--- config.mk ---
export PLATFORM = sky130hd
export DESIGN_NAME = lifo_stack_p
export DESIGN_NICKNAME = d
export VERILOG_FILES = /design/src/rtl/lifo_stack_p.sv
export SDC_FILE = /design/constraint.sdc
export NUM_CORES = 1
export LEC_CHECK = 0
export CORE_ASPECT_RATIO = 1.75
export CORE_MARGIN = 5
export CORE_UTILIZATION = 25
export CTS_CLUSTER_SIZE = 40
export DETAILED_ROUTE_END_ITERATION = 12
export SLEW_MARGIN = 20
export SYNTH_ARGS = -nofsm -noshare
export SYNTH_HDL_FRONTEND = slang
export SYNTH_SLANG_ARGS = --single-unit
--- constraint.sdc ---
create_clock -name clk -period 3.7 [get_ports clk]
set_clock_uncertainty 0.05 [all_clocks]
set_input_delay 0.74 -clock clk [delete_from_list [all_inputs] [get_ports clk]]
set_output_delay 0.74 -clock clk [all_outputs]
set_load 0.1 [all_outputs]
--- src/rtl/lifo_stack_p.sv ---
// Parametrised LIFO with registered top-of-stack peek, a popped-data register,
// full/empty/count status and sticky overflow/underflow flags.
module lifo_stack_p #(
    parameter int DATA_WIDTH = 4,
    parameter int DEPTH      = 64,
    parameter int CNT_WIDTH  = $clog2(DEPTH + 1)
) (
    input  logic                  clk,
    input  logic                  reset,
    input  logic                  push,
    input  logic                  pop,
    input  logic [DATA_WIDTH-1:0] d,
    input  logic                  err_clr,
    output logic [DATA_WIDTH-1:0] q,
    output logic                  q_valid,
    output logic [DATA_WIDTH-1:0] top,
    output logic [CNT_WIDTH-1:0]  count,
    output logic                  full,
    output logic                  empty,
    output logic                  overflow,
    output logic                  underflow
);

    localparam int PTR_WIDTH = $clog2(DEPTH);

    logic [DATA_WIDTH-1:0] mem_q [DEPTH];

    logic [CNT_WIDTH-1:0]  count_q, count_d;
    logic [DATA_WIDTH-1:0] top_q, top_d;
    logic [DATA_WIDTH-1:0] q_q, q_d;
    logic                  q_valid_q, q_valid_d;
    logic                  full_q, full_d;
    logic                  empty_q, empty_d;
    logic                  ovf_q, ovf_d;
    logic                  udf_q, udf_d;

    logic                  wr_en;
    logic [PTR_WIDTH-1:0]  wr_idx;
    logic [CNT_WIDTH-1:0]  cnt_m1, cnt_m2;
    logic                  new_ovf, new_udf;

    assign cnt_m1 = count_q - CNT_WIDTH'(1);
    assign cnt_m2 = count_q - CNT_WIDTH'(2);

    always_comb begin
        count_d   = count_q;
        top_d     = top_q;
        q_d       = q_q;
        q_valid_d = 1'b0;
        wr_en     = 1'b0;
        wr_idx    = '0;
        new_ovf   = 1'b0;
        new_udf   = 1'b0;

        unique case ({push, pop})
            2'b10: begin
                if (!full_q) begin
                    wr_en   = 1'b1;
                    wr_idx  = count_q[PTR_WIDTH-1:0];
                    count_d = count_q + CNT_WIDTH'(1);
                    top_d   = d;
                end else begin
                    new_ovf = 1'b1;
                end
            end
            2'b01: begin
                if (!empty_q) begin
                    q_d       = top_q;
                    q_valid_d = 1'b1;
                    count_d   = cnt_m1;
                    // The entry below the current top becomes the new peek value.
                    top_d     = (count_q >= CNT_WIDTH'(2)) ? mem_q[cnt_m2[PTR_WIDTH-1:0]] : '0;
                end else begin
                    new_udf = 1'b1;
                end
            end
            2'b11: begin
                if (!empty_q) begin
                    q_d       = top_q;
                    q_valid_d = 1'b1;
                    wr_en     = 1'b1;
                    wr_idx    = cnt_m1[PTR_WIDTH-1:0];
                    top_d     = d;
                end else begin
                    // Empty stack: the pushed word goes straight out, nothing is stored.
                    q_d       = d;
                    q_valid_d = 1'b1;
                end
            end
            default: ;
        endcase

        full_d  = (count_d == CNT_WIDTH'(DEPTH));
        empty_d = (count_d == '0);
        ovf_d   = (ovf_q & ~err_clr) | new_ovf;
        udf_d   = (udf_q & ~err_clr) | new_udf;
    end

    always_ff @(posedge clk) begin
        if (reset) begin
            count_q   <= '0;
            top_q     <= '0;
            q_q       <= '0;
            q_valid_q <= 1'b0;
            full_q    <= 1'b0;
            empty_q   <= 1'b1;
            ovf_q     <= 1'b0;
            udf_q     <= 1'b0;
        end else begin
            count_q   <= count_d;
            top_q     <= top_d;
            q_q       <= q_d;
            q_valid_q <= q_valid_d;
            full_q    <= full_d;
            empty_q   <= empty_d;
            ovf_q     <= ovf_d;
            udf_q     <= udf_d;
        end
    end

    // Storage is deliberately not reset; only entries below count are ever read.
    always_ff @(posedge clk) begin
        if (!reset && wr_en) begin
            mem_q[wr_idx] <= d;
        end
    end

    assign q         = q_q;
    assign q_valid   = q_valid_q;
    assign top       = top_q;
    assign count     = count_q;
    assign full      = full_q;
    assign empty     = empty_q;
    assign overflow  = ovf_q;
    assign underflow = udf_q;

endmodule
==> results.toml <==
[global_routing]
antenna_found_initial = 1
grt_pass1_vias = 7068
grt_pass1_wl_um = 42720
overflow = 0
grtUsageTotal_pct = 10.76
grt_max_degree = 56

[sta]
fin_crit_ps = 3125
whs_ps = 421.3
period_share_pct = 84.46
setup_violations = 0
rsz0062_at_grt = "no"
tns_ps = 0
worstMarginPinSlew_ps = 973.7
relSlewSlack_pct = 34.88
final_max_slew_viol_count = 0
hold_viol = 0
clock.fmax_mhz = 320.0

[placed_design]
port_buffers = 28
place_hpwl_um = 19980
routabilityCongestion = 0.8277

[floorplan]
io_pins = 29
die_area_um2 = 51800
die_w_um = 174.2
fp.dieH_um = 297.4
start_util_pct = 25.22
rows = 105
core_area_um2 = 46770

[route]
routed_wl_um = 28130
drt_iter0_markers = 420
met3WireLength_um = 1138
first_pass_iters = 8
drt-vias-per-instance = 4.660
top_layer = "met4"
wl_met1_um = 9331
antenna_left = 0
vias = 6501
wl_met2_um = 15950
post-route-drc-count = 0
wl_per_cell_um = 20.16

[yosys]
yosys.cell_types.count = 59
synth_nets = 721
yosysTopAreaCell = "edfxtp_1"
yosysWarnings = 0
synth_top_area_share_pct = 65.17
synth-main-ff-cell = "edfxtp_1"
ys_seq_area_share_pct = 68.56
synth_cells = 702
synth_area_leaders = "edfxtp_1 (65%), mux4_2 (14%), dfxtp_1 (3.4%)"
syn_avg_cell_area_um2 = 16.80
async_flop_share_pct = 0
syn_area_um2 = 11800
yosys-top-cells-count = "edfxtp_1 (256), nor2_1 (86), mux4_2 (74)"
synth_edf_count = 256
synth.most_common_cell = "edfxtp_1"
ys_ff_latch = 276

[clock_network]
clk_latency_ps = 540
clockBufferDepth = 3
cts.sinks = 276
cts_hold_buf = 0
cts_buffers = 24
cts_tree = "yes"
post_cts_buffers = 0
path_clk_slew_ps = 80
cts-htree-levels = 1
root_buffer = "clkbuf_16"
ctsResizeCount = 0

[critical_path]
critPathMaxStageDelay_ps = 570
crit_slowest_cell = "or4b_1"
start_kind = "flop"
cp_cell_sequence = "inv_1 -> ha_1 -> or4b_1 -> o31ai_1 -> nand2_1 -> nor2_1"
crit_type = "reg2reg"
crit_path_end_kind = "flop"
crit_fanout = 8
crit_arrival_ps = 3250
worstPathRequired_ps = 3820

[hold_path]
hp-class = "reg2reg"

[cells_and_area]
fill_cells = 4629
fin_nets = 807
area.growth.synth_to_final_pct = 18.30
drive_above_1_share_pct = 25.56

[power]
powerDensity_nw_per_um2 = 485.0
p_leak_uw = 0.004398
ir_worst_vdd_mv = 0.2749

[outcome]
status = "complete, no violations"

[run]
drv_cap = 0
## critical path, delay by kind of cell, from the launching register on
family	cells	cell delay, ps
buf+inv	1	150
simple gates	3	1320
flops	1	350
fa+ha+maj	1	400
compound gates	1	480
## worst paths after layout
path	from	slack [ps]	to	depth (start not counted)
setup / recovery	count[1]	580	mem_q[57][3]	6
setup reg to reg	count[1]	580	mem_q[57][3]	6
hold reg to reg	underflow	420	underflow	2
hold / removal	underflow	420	underflow	2
## logic make-up after synthesis
family	share of synthesized area [%]
flip-flops	68.56
adder cells (fa/ha/maj)	1.061
AO/OA/AOI/OAI	5.049
AND/OR/NAND/NOR	6.651
multiplexers	15.81
buffers and inverters	2.429
XOR/XNOR	0.4350
## state kept, by name, indices dropped and copies added, names as in the netlist
| register | cells |
|---|---|
| count | 7 |
| empty | 1 |
| full | 1 |
| mem_q | 256 |
| overflow | 1 |
| q | 4 |
| q_valid | 1 |
| top | 4 |
| underflow | 1 |
## report_power, final
part	leakage [µW]	internal [µW]	total, µW	switching, µW
Combinational	0.00154	240	681	441
Clock	0.000393	1520	2630	1110
Sequential	0.00247	3420	3460	30.9
Total	0.00440	5190	6770	1580
## layout make-up
cell class	instances	area [µm²]	share of cell area (%)
Antenna cell	1	2.502	0.01793
Clock inverter	17	201.4	1.444
Timing Repair Buffer	99	785.8	5.631
Tap cell	588	735.7	5.272
Sequential cell	276	8095	58.01
Inverter	21	78.83	0.5649
Clock buffer	27	633.1	4.537
Multi-Input combinational cell	366	3422	24.52
## metrics by stage
| stage | setup WS (ps) | util (%) | cell area, µm² | std cells | power, µW |
|---|---|---|---|---|---|
| final | 575.0 | 29.84 | 13950 | 1395 | 6769 |
| after global routing | 324.2 | 29.83 | 13950 | 1394 | 7007 |
| after CTS | 519.5 | 29.83 | 13950 | 1394 | 6841 |
| after detailed placement | 162.7 | 28.05 | 13120 | 1350 | 4211 |
| after global placement | 207.1 | 28.05 | 13120 | 1350 | 4203 |
| after floorplan | 18.04 | - | 11800 | 702 | 3979 |
## per-layer routing
layer  track usage, %  up-vias
met2            21.26      181
met5                0        -
li1                 -     2952
met3            1.475       73
met4            6.020        0
met1            10.46     3295
## layout by cell type, fill, tap and decap left out, types with 4 or more instances in the layout
cell and count:
clkbuf_16 25, buf_4 78, a211oi_1 6, nor2_1 86
inv_1 20, nand2b_1 6, mux2i_1 12, clkdlybuf4s50_1 16
edfxtp_1 256, a22oi_1 7, a2bb2oi_1 5, a311oi_1 4
nand2_1 35, buf_2 4, mux2_2 4, bufinv_16 4
nand3_1 10, a21boi_0 4, a21oi_1 21, clkinvlp_4 5
ha_1 10, dfxtp_1 18, nor2b_1 10, and3_1 4
o21ai_0 10, o211ai_1 5, mux4_2 74
No activity file was read; power rests on OpenSTA's default activity.
